**src/rtl/qea_run_controller.sv**
```systemverilog
`default_nettype none
// +--------------------------------------------------------------------------+
// | Module   : qea_run_controller                                            |
// | Brief    : Job sequencer for the QEA core. Loads gate context words,     |
// |            initialises the state RAM to |0...0>, starts the core, waits  |
// |            for completion (with an optional cycle limit) and streams the |
// |            final state vector back out.                                  |
// | Revision : 1.0 - initial release                                         |
// +--------------------------------------------------------------------------+
module qea_run_controller #(
    parameter int PE_NUM                  = 4,
    parameter int STATE_DATA_WIDTH        = 64,
    parameter int STATE_ADDR_WIDTH        = 16,
    parameter int GATE_CONTEXT_ADDR_WIDTH = 16,
    parameter int GATE_CONTEXT_DATA_WIDTH = 64,
    parameter int MAX_QBIT_WIDTH          = 6,
    parameter int NUM_FRAC_BIT            = 30,
    parameter int CNT_WIDTH               = 32
) (
    input  logic                                 clk,
    input  logic                                 rst,
    input  logic                                 i_run,
    input  logic [MAX_QBIT_WIDTH-1:0]            i_qbit_num,
    input  logic [GATE_CONTEXT_ADDR_WIDTH-1:0]   i_ins_num,
    input  logic [CNT_WIDTH-1:0]                 i_timeout,
    input  logic                                 i_ctx_valid,
    input  logic [GATE_CONTEXT_DATA_WIDTH-1:0]   i_ctx_data,
    output logic                                 o_ctx_ready,
    output logic                                 o_ctx_en,
    output logic                                 o_ctx_wea,
    output logic [GATE_CONTEXT_ADDR_WIDTH-1:0]   o_ctx_addr,
    output logic [GATE_CONTEXT_DATA_WIDTH-1:0]   o_ctx_data,
    output logic [PE_NUM-1:0]                    o_state_ena,
    output logic [PE_NUM-1:0]                    o_state_wea,
    output logic [STATE_ADDR_WIDTH-1:0]          o_state_addra,
    output logic [PE_NUM*STATE_DATA_WIDTH-1:0]   o_state_dina,
    input  logic [PE_NUM*STATE_DATA_WIDTH-1:0]   i_state_dout,
    output logic                                 o_qea_start,
    output logic [MAX_QBIT_WIDTH-1:0]            o_qea_qbit_num,
    input  logic                                 i_qea_complete,
    output logic                                 o_res_valid,
    output logic [STATE_ADDR_WIDTH-1:0]          o_res_addr,
    output logic [PE_NUM*STATE_DATA_WIDTH-1:0]   o_res_data,
    output logic                                 o_busy,
    output logic                                 o_done,
    output logic                                 o_err,
    output logic                                 o_timeout,
    output logic [CNT_WIDTH-1:0]                 o_cycles
);

    localparam int c_word_w  = PE_NUM * STATE_DATA_WIDTH;
    // 1.0 sits in the real (upper) half of the most significant lane
    localparam int c_one_bit = c_word_w - STATE_DATA_WIDTH / 2 + NUM_FRAC_BIT;
    localparam logic [c_word_w-1:0] c_one_word = {{(c_word_w - 1){1'b0}}, 1'b1} << c_one_bit;

    localparam logic [MAX_QBIT_WIDTH-1:0]          c_q_min   = MAX_QBIT_WIDTH'(2);
    localparam logic [MAX_QBIT_WIDTH-1:0]          c_q_max   = MAX_QBIT_WIDTH'(STATE_ADDR_WIDTH + 2);
    localparam logic [GATE_CONTEXT_ADDR_WIDTH-1:0] c_ctx_one = GATE_CONTEXT_ADDR_WIDTH'(1);
    localparam logic [STATE_ADDR_WIDTH-1:0]        c_st_one  = STATE_ADDR_WIDTH'(1);
    localparam logic [CNT_WIDTH-1:0]               c_cnt_one = CNT_WIDTH'(1);

    typedef enum logic [3:0] {
        S_IDLE       = 4'd0,
        S_LOAD_CTX   = 4'd1,
        S_LOAD_STATE = 4'd2,
        S_START      = 4'd3,
        S_WAIT       = 4'd4,
        S_READ       = 4'd5,
        S_DRAIN      = 4'd6,
        S_DONE       = 4'd7,
        S_ERR        = 4'd8
    } state_t;

    state_t                               state_q,     state_d;
    logic [MAX_QBIT_WIDTH-1:0]            qbit_q,      qbit_d;
    logic [GATE_CONTEXT_ADDR_WIDTH-1:0]   ins_q,       ins_d;
    logic [CNT_WIDTH-1:0]                 tlim_q,      tlim_d;
    logic [CNT_WIDTH-1:0]                 cycles_q,    cycles_d;
    logic                                 err_q,       err_d;
    logic                                 tmo_q,       tmo_d;
    logic [GATE_CONTEXT_ADDR_WIDTH-1:0]   ctx_idx_q,   ctx_idx_d;
    logic [STATE_ADDR_WIDTH-1:0]          st_idx_q,    st_idx_d;
    logic                                 res_valid_q, res_valid_d;
    logic [STATE_ADDR_WIDTH-1:0]          res_addr_q,  res_addr_d;

    logic                                 w_q_bad;
    logic [MAX_QBIT_WIDTH-1:0]            w_shamt;
    logic [STATE_ADDR_WIDTH-1:0]          w_last_idx;
    logic [GATE_CONTEXT_ADDR_WIDTH-1:0]   w_ctx_last;
    logic [CNT_WIDTH-1:0]                 w_cyc_inc;

    // Job parameter checks and derived terminal indices (N-1 = low q-2 bits set)
    always_comb begin
        w_q_bad    = (i_qbit_num < c_q_min) || (i_qbit_num > c_q_max);
        w_shamt    = qbit_q - c_q_min;
        w_last_idx = ~({STATE_ADDR_WIDTH{1'b1}} << w_shamt);
        w_ctx_last = ins_q - c_ctx_one;
        w_cyc_inc  = (&cycles_q) ? cycles_q : cycles_q + c_cnt_one;
    end

    // Next-state logic and RAM / control outputs
    always_comb begin
        state_d       = state_q;
        qbit_d        = qbit_q;
        ins_d         = ins_q;
        tlim_d        = tlim_q;
        cycles_d      = cycles_q;
        err_d         = err_q;
        tmo_d         = tmo_q;
        ctx_idx_d     = ctx_idx_q;
        st_idx_d      = st_idx_q;
        res_valid_d   = 1'b0;
        res_addr_d    = '0;
        o_ctx_ready   = 1'b0;
        o_ctx_en      = 1'b0;
        o_ctx_wea     = 1'b0;
        o_ctx_addr    = '0;
        o_ctx_data    = '0;
        o_state_ena   = '0;
        o_state_wea   = '0;
        o_state_addra = '0;
        o_state_dina  = '0;
        o_qea_start   = 1'b0;
        o_done        = 1'b0;

        unique case (state_q)
            S_IDLE: begin
                if (i_run) begin
                    qbit_d    = i_qbit_num;
                    ins_d     = i_ins_num;
                    tlim_d    = i_timeout;
                    cycles_d  = '0;
                    err_d     = 1'b0;
                    tmo_d     = 1'b0;
                    ctx_idx_d = '0;
                    st_idx_d  = '0;
                    if (w_q_bad) begin
                        err_d   = 1'b1;
                        state_d = S_ERR;
                    end else if (i_ins_num == '0) begin
                        state_d = S_LOAD_STATE;
                    end else begin
                        state_d = S_LOAD_CTX;
                    end
                end
            end
            S_LOAD_CTX: begin
                o_ctx_ready = 1'b1;
                if (i_ctx_valid) begin
                    o_ctx_en   = 1'b1;
                    o_ctx_wea  = 1'b1;
                    o_ctx_addr = ctx_idx_q;
                    o_ctx_data = i_ctx_data;
                    if (ctx_idx_q == w_ctx_last) begin
                        ctx_idx_d = '0;
                        state_d   = S_LOAD_STATE;
                    end else begin
                        ctx_idx_d = ctx_idx_q + c_ctx_one;
                    end
                end
            end
            S_LOAD_STATE: begin
                o_state_ena   = '1;
                o_state_wea   = '1;
                o_state_addra = st_idx_q;
                o_state_dina  = (st_idx_q == '0) ? c_one_word : '0;
                if (st_idx_q == w_last_idx) begin
                    st_idx_d = '0;
                    state_d  = S_START;
                end else begin
                    st_idx_d = st_idx_q + c_st_one;
                end
            end
            S_START: begin
                o_qea_start = 1'b1;
                state_d     = S_WAIT;
            end
            S_WAIT: begin
                cycles_d = w_cyc_inc;
                // completion takes priority over a limit reached on the same cycle
                if (i_qea_complete) begin
                    state_d = S_READ;
                end else if ((tlim_q != '0) && (w_cyc_inc == tlim_q)) begin
                    tmo_d   = 1'b1;
                    state_d = S_ERR;
                end
            end
            S_READ: begin
                o_state_ena   = '1;
                o_state_addra = st_idx_q;
                res_valid_d   = 1'b1;
                res_addr_d    = st_idx_q;
                if (st_idx_q == w_last_idx) begin
                    st_idx_d = '0;
                    state_d  = S_DRAIN;
                end else begin
                    st_idx_d = st_idx_q + c_st_one;
                end
            end
            S_DRAIN: begin
                state_d = S_DONE;
            end
            S_DONE: begin
                o_done  = 1'b1;
                state_d = S_IDLE;
            end
            S_ERR: begin
                state_d = S_IDLE;
            end
            default: begin
                state_d = S_IDLE;
            end
        endcase
    end

    // State and job registers with synchronous reset
    always_ff @(posedge clk) begin
        if (rst) begin
            state_q     <= S_IDLE;
            qbit_q      <= '0;
            ins_q       <= '0;
            tlim_q      <= '0;
            cycles_q    <= '0;
            err_q       <= 1'b0;
            tmo_q       <= 1'b0;
            ctx_idx_q   <= '0;
            st_idx_q    <= '0;
            res_valid_q <= 1'b0;
            res_addr_q  <= '0;
        end else begin
            state_q     <= state_d;
            qbit_q      <= qbit_d;
            ins_q       <= ins_d;
            tlim_q      <= tlim_d;
            cycles_q    <= cycles_d;
            err_q       <= err_d;
            tmo_q       <= tmo_d;
            ctx_idx_q   <= ctx_idx_d;
            st_idx_q    <= st_idx_d;
            res_valid_q <= res_valid_d;
            res_addr_q  <= res_addr_d;
        end
    end

    // Status outputs; readback data is the RAM output one cycle after its address
    always_comb begin
        o_busy         = (state_q != S_IDLE);
        o_err          = err_q;
        o_timeout      = tmo_q;
        o_cycles       = cycles_q;
        o_qea_qbit_num = qbit_q;
        o_res_valid    = res_valid_q;
        o_res_addr     = res_addr_q;
        o_res_data     = res_valid_q ? i_state_dout : '0;
    end

endmodule
`default_nettype wire
```
**config.mk**
```make
export PLATFORM = sky130hd
export DESIGN_NAME = qea_run_controller
export DESIGN_NICKNAME = d
export VERILOG_FILES = /design/src/rtl/qea_run_controller.sv
export SDC_FILE = /design/constraint.sdc
export NUM_CORES = 1
export LEC_CHECK = 0
export CORE_AREA = 2 2 413 415
export CTS_CLUSTER_SIZE = 25
export DETAILED_ROUTE_END_ITERATION = 12
export DIE_AREA = 0 0 415 417
export GPL_TIMING_DRIVEN = 0
export PLACE_DENSITY = 0.36
export SYNTH_ARGS = -nofsm -noshare
export SYNTH_HDL_FRONTEND = slang
export SYNTH_SLANG_ARGS = --single-unit
```
**constraint.sdc**
```tcl
create_clock -name clk -period 3.7 [get_ports clk]
set_input_delay 0.37 -clock clk [delete_from_list [all_inputs] [get_ports clk]]
set_output_delay 0.37 -clock clk [all_outputs]
set_load 0.02 [all_outputs]
```
==> run metrics <==
Slew @ Worst Pin=1.429 ns; Max Transition Viols Final=0; initial antenna violation count=45; Multi-input gate area=0.008678 sq mm; PD cells=roughly 240 mW/mm^2; GRT Overall Usage=0.1296; Post-synth top cells=and2_1 (286), buf_4 (264), nand2_1 (181); CTS Root Cell=clkbuf_16; CTS tree=built; drt drc=0; Combinational Power Share=0.410; register share of total power=0.286; endpoints failing setup=0; CP Data Required Time=3.33 ns; Clock Path Buffers=2; area leader, netlist=dfxtp_1; detailed placement HPWL=approximately 100 mm; total CTS buffers=17; row count=151; Syn Std Cell Area=about 0.013 sq mm; cells along the critical path=nand2b_1 -> buf_1 -> or3_4 -> clkinv_1 -> clkbuf_2 -> and3_1 -> clkdlybuf4s50_1; placed cells=just over 5000; critical path type=reg -> out; die height=between 400 and 500 um; Hold Worst Slack=0.4240 ns; Post-Synthesis Cells=~1800; CP Capture Type=output port; type of origin of the critical path=flop; Ports=1058; Net Switching=2.315 mW; switching power share of the total=0.3839; number of global-route vias before repair=15300; GRT overflow=0; run status=finished clean; EDFF count, synth=0; WL final=~120 mm; Final Util=0.1519; Post-synth ARST share=0; register area share after synthesis=0.2171; setup ws final=around 0.10 ns; FF/Latch Area=~0.0028 sq mm; final hold vios=0; Final ANT Viol Nets=0; Clock transition at path regs=around 0.07 ns; #FFs+latches synth=141; count leader, synth=and2_1; Place WS=-0.6665 ns; Layout Area Growth over Synthesis=96.94%; Die ar.=0.1731 sq mm; ys flop type=dfxtp_1; first-pass GRT wire length=151.2 mm; Hold Crit Class=in -> reg; CP peak stage delay=0.66 ns; Max FO, Critical Path=10; post-DR wirelength/cell=22.97 um; Final min period=3.597 ns; initial core utilization=0.07715; Total Power=between 6 and 7 mW; Vias/cell=roughly 3.2; Worst VDD drop=between 0.3 and 0.4 mV; Unique masters post-synth=between 80 and 90; period utilisation layout=0.9721; H-tree lvl count=4; yosys warns=0; Fill cells=19330; width of the die=around 420 um; via count=roughly 16000; Worst EP arrival=around 3.2 ns; layout net count=3285; IO buf count=801; RePlAce Congestion=0.8947; share of cells above drive strength 1=0.1302; clock sink count=~140; DRT iter0 DRCs=959; f_max=0.2780 GHz; Layout Cells excl Fill=~5100; Syn Area/Cell=7.159 sq um; Buf/Inv on CP=4; relative slew slack=0.04029; area share of the largest cell type after synthesis=0.2171; slowest cell on the critical path=clkdlybuf4s50_1; Max Cap Violations=0; CORE AREA=between 0.15 and 0.2 sq mm; Power Internal=3.716 mW; clock share of power=0.303; pin count of the biggest net entering global routing=17; Clock Skews=0.01808 ns; top cells by area, synth=dfxtp_1 (22%), buf_4 (15%), and2_1 (14%); drt first pass iters=5; Leak Pwr=9.927 nW; cell family with most CP delay=buffers and inverters; worst skew pair latency=0.50 ns
## worst register-to-register path: stages, from the launching register on
cell and delay, ns:
dfxtp_1 0.62, nand4_2 0.36, or4_4 0.72, nor2_4 0.34, a211oi_1 0.10, o31ai_1 0.26, a22oi_1 0.17, nor4b_1 0.38
nand4_1 0.13, buf_4 0.18, a211oi_1 0.21
## state kept, by name, indices dropped and copies added (netlist names)
register        cells
o_cycles           32
tlim_q             32
ctx_idx_q          16
ins_q              16
o_res_addr         16
st_idx_q           16
o_qea_qbit_num      6
state_q             4
o_err               1
o_res_valid         1
o_timeout           1
## cells by family (layout without fill, tap and decap cells)
kind of cell | Yosys count | after routing | synth area share
xor gates and xnor gates | 99 | 99 | 0.06669
AOI/OAI and AO/OA | 251 | 251 | 0.1232
and+or+nand+nor | 892 | 892 | 0.3817
other | 1 | 266 | 0.0002884
DFF | 141 | 141 | 0.2171
muxes | 9 | 9 | 0.007025
adders and majority gates | 6 | 6 | 0.005774
buffers and inverters | 417 | 1259 | 0.1982
## per-layer routing
layer,vias to the layer above,routed length (um),track usage
li1,7825,-,-
met1,7689,44490,0.1399
met2,590,65030,0.2523
met3,95,6129,0.02987
met4,28,2277,0.02883
met5,-,179,0
## timing repair
item,CTS,global route
pin swaps,3,8
buffers inserted,5,6
endpoints found under the setup margin,198,52
hold buffers,0,0
resized for setup,23,31
## final timing paths
| check | end | depth (start not counted) | from | slack, ns |
|---|---|---|---|---|
| worst max-delay path | o_ctx_data[34] | 7 | state_q[0] | 0.10 |
| worst min-delay path | tlim_q[11] | 3 | i_timeout[11] | 0.42 |
| worst max register to register | state_q[3] | 10 | o_cycles[20] | 0.15 |
| worst min register to register | o_timeout | 2 | o_timeout | 0.47 |
## placed cells by master (no fill, tap or decap), types with 9 or more instances in the layout
cell type / netlist / final
a211oi_1: 15 / 15
a21oi_1: 109 / 108
a311oi_1: 15 / 14
and2_1: 286 / 286
and3_1: 93 / 93
buf_2: 10 / 9
buf_4: 264 / 276
clkbuf_1: 115 / 102
clkbuf_16: 0 / 17
clkbuf_2: 1 / 11
clkdlybuf4s50_1: 0 / 798
conb_1: 1 / 255
dfxtp_1: 141 / 137
diode_2: 0 / 11
inv_1: 22 / 22
nand2_1: 181 / 181
nand2b_1: 15 / 15
nand3_1: 41 / 41
nand4_1: 26 / 26
nor2_1: 100 / 99
nor3_1: 35 / 33
nor4_1: 47 / 42
o21ai_0: 38 / 38
xnor2_1: 60 / 59
xor2_1: 39 / 39
## stage by stage
step	instance area [sq um]	TNS, ns
after detailed placement	24780	-17.07
after floorplan	13950	0
after global routing	25590	-0.02623
after CTS	25450	0
after global placement	24750	-100.98
final	25600	0
## cell type report
type,instances,share of cell area
Buffer,390,0.09798
Clock inverter,11,0.005668
Inverter,24,0.003518
Clock buffer,20,0.01705
Timing Repair Buffer,814,0.3169
Tap cell,2218,0.1084
Antenna cell,11,0.001075
Sequential cell,141,0.1104
Multi-Input combinational cell,1512,0.3389
## power by group through the flow
| stage | Clock (mW) | Sequential [mW] | Combinational, mW |
|---|---|---|---|
| after floorplan | 0 | 1.71 | 1.38 |
| after global placement | 0 | 1.76 | 2.44 |
| after detailed placement | 0 | 1.76 | 2.45 |
| after CTS | 1.91 | 1.73 | 2.47 |
| after global routing | 1.95 | 1.74 | 2.66 |
| final | 1.83 | 1.73 | 2.47 |
No activity file was read; power rests on OpenSTA's default activity.
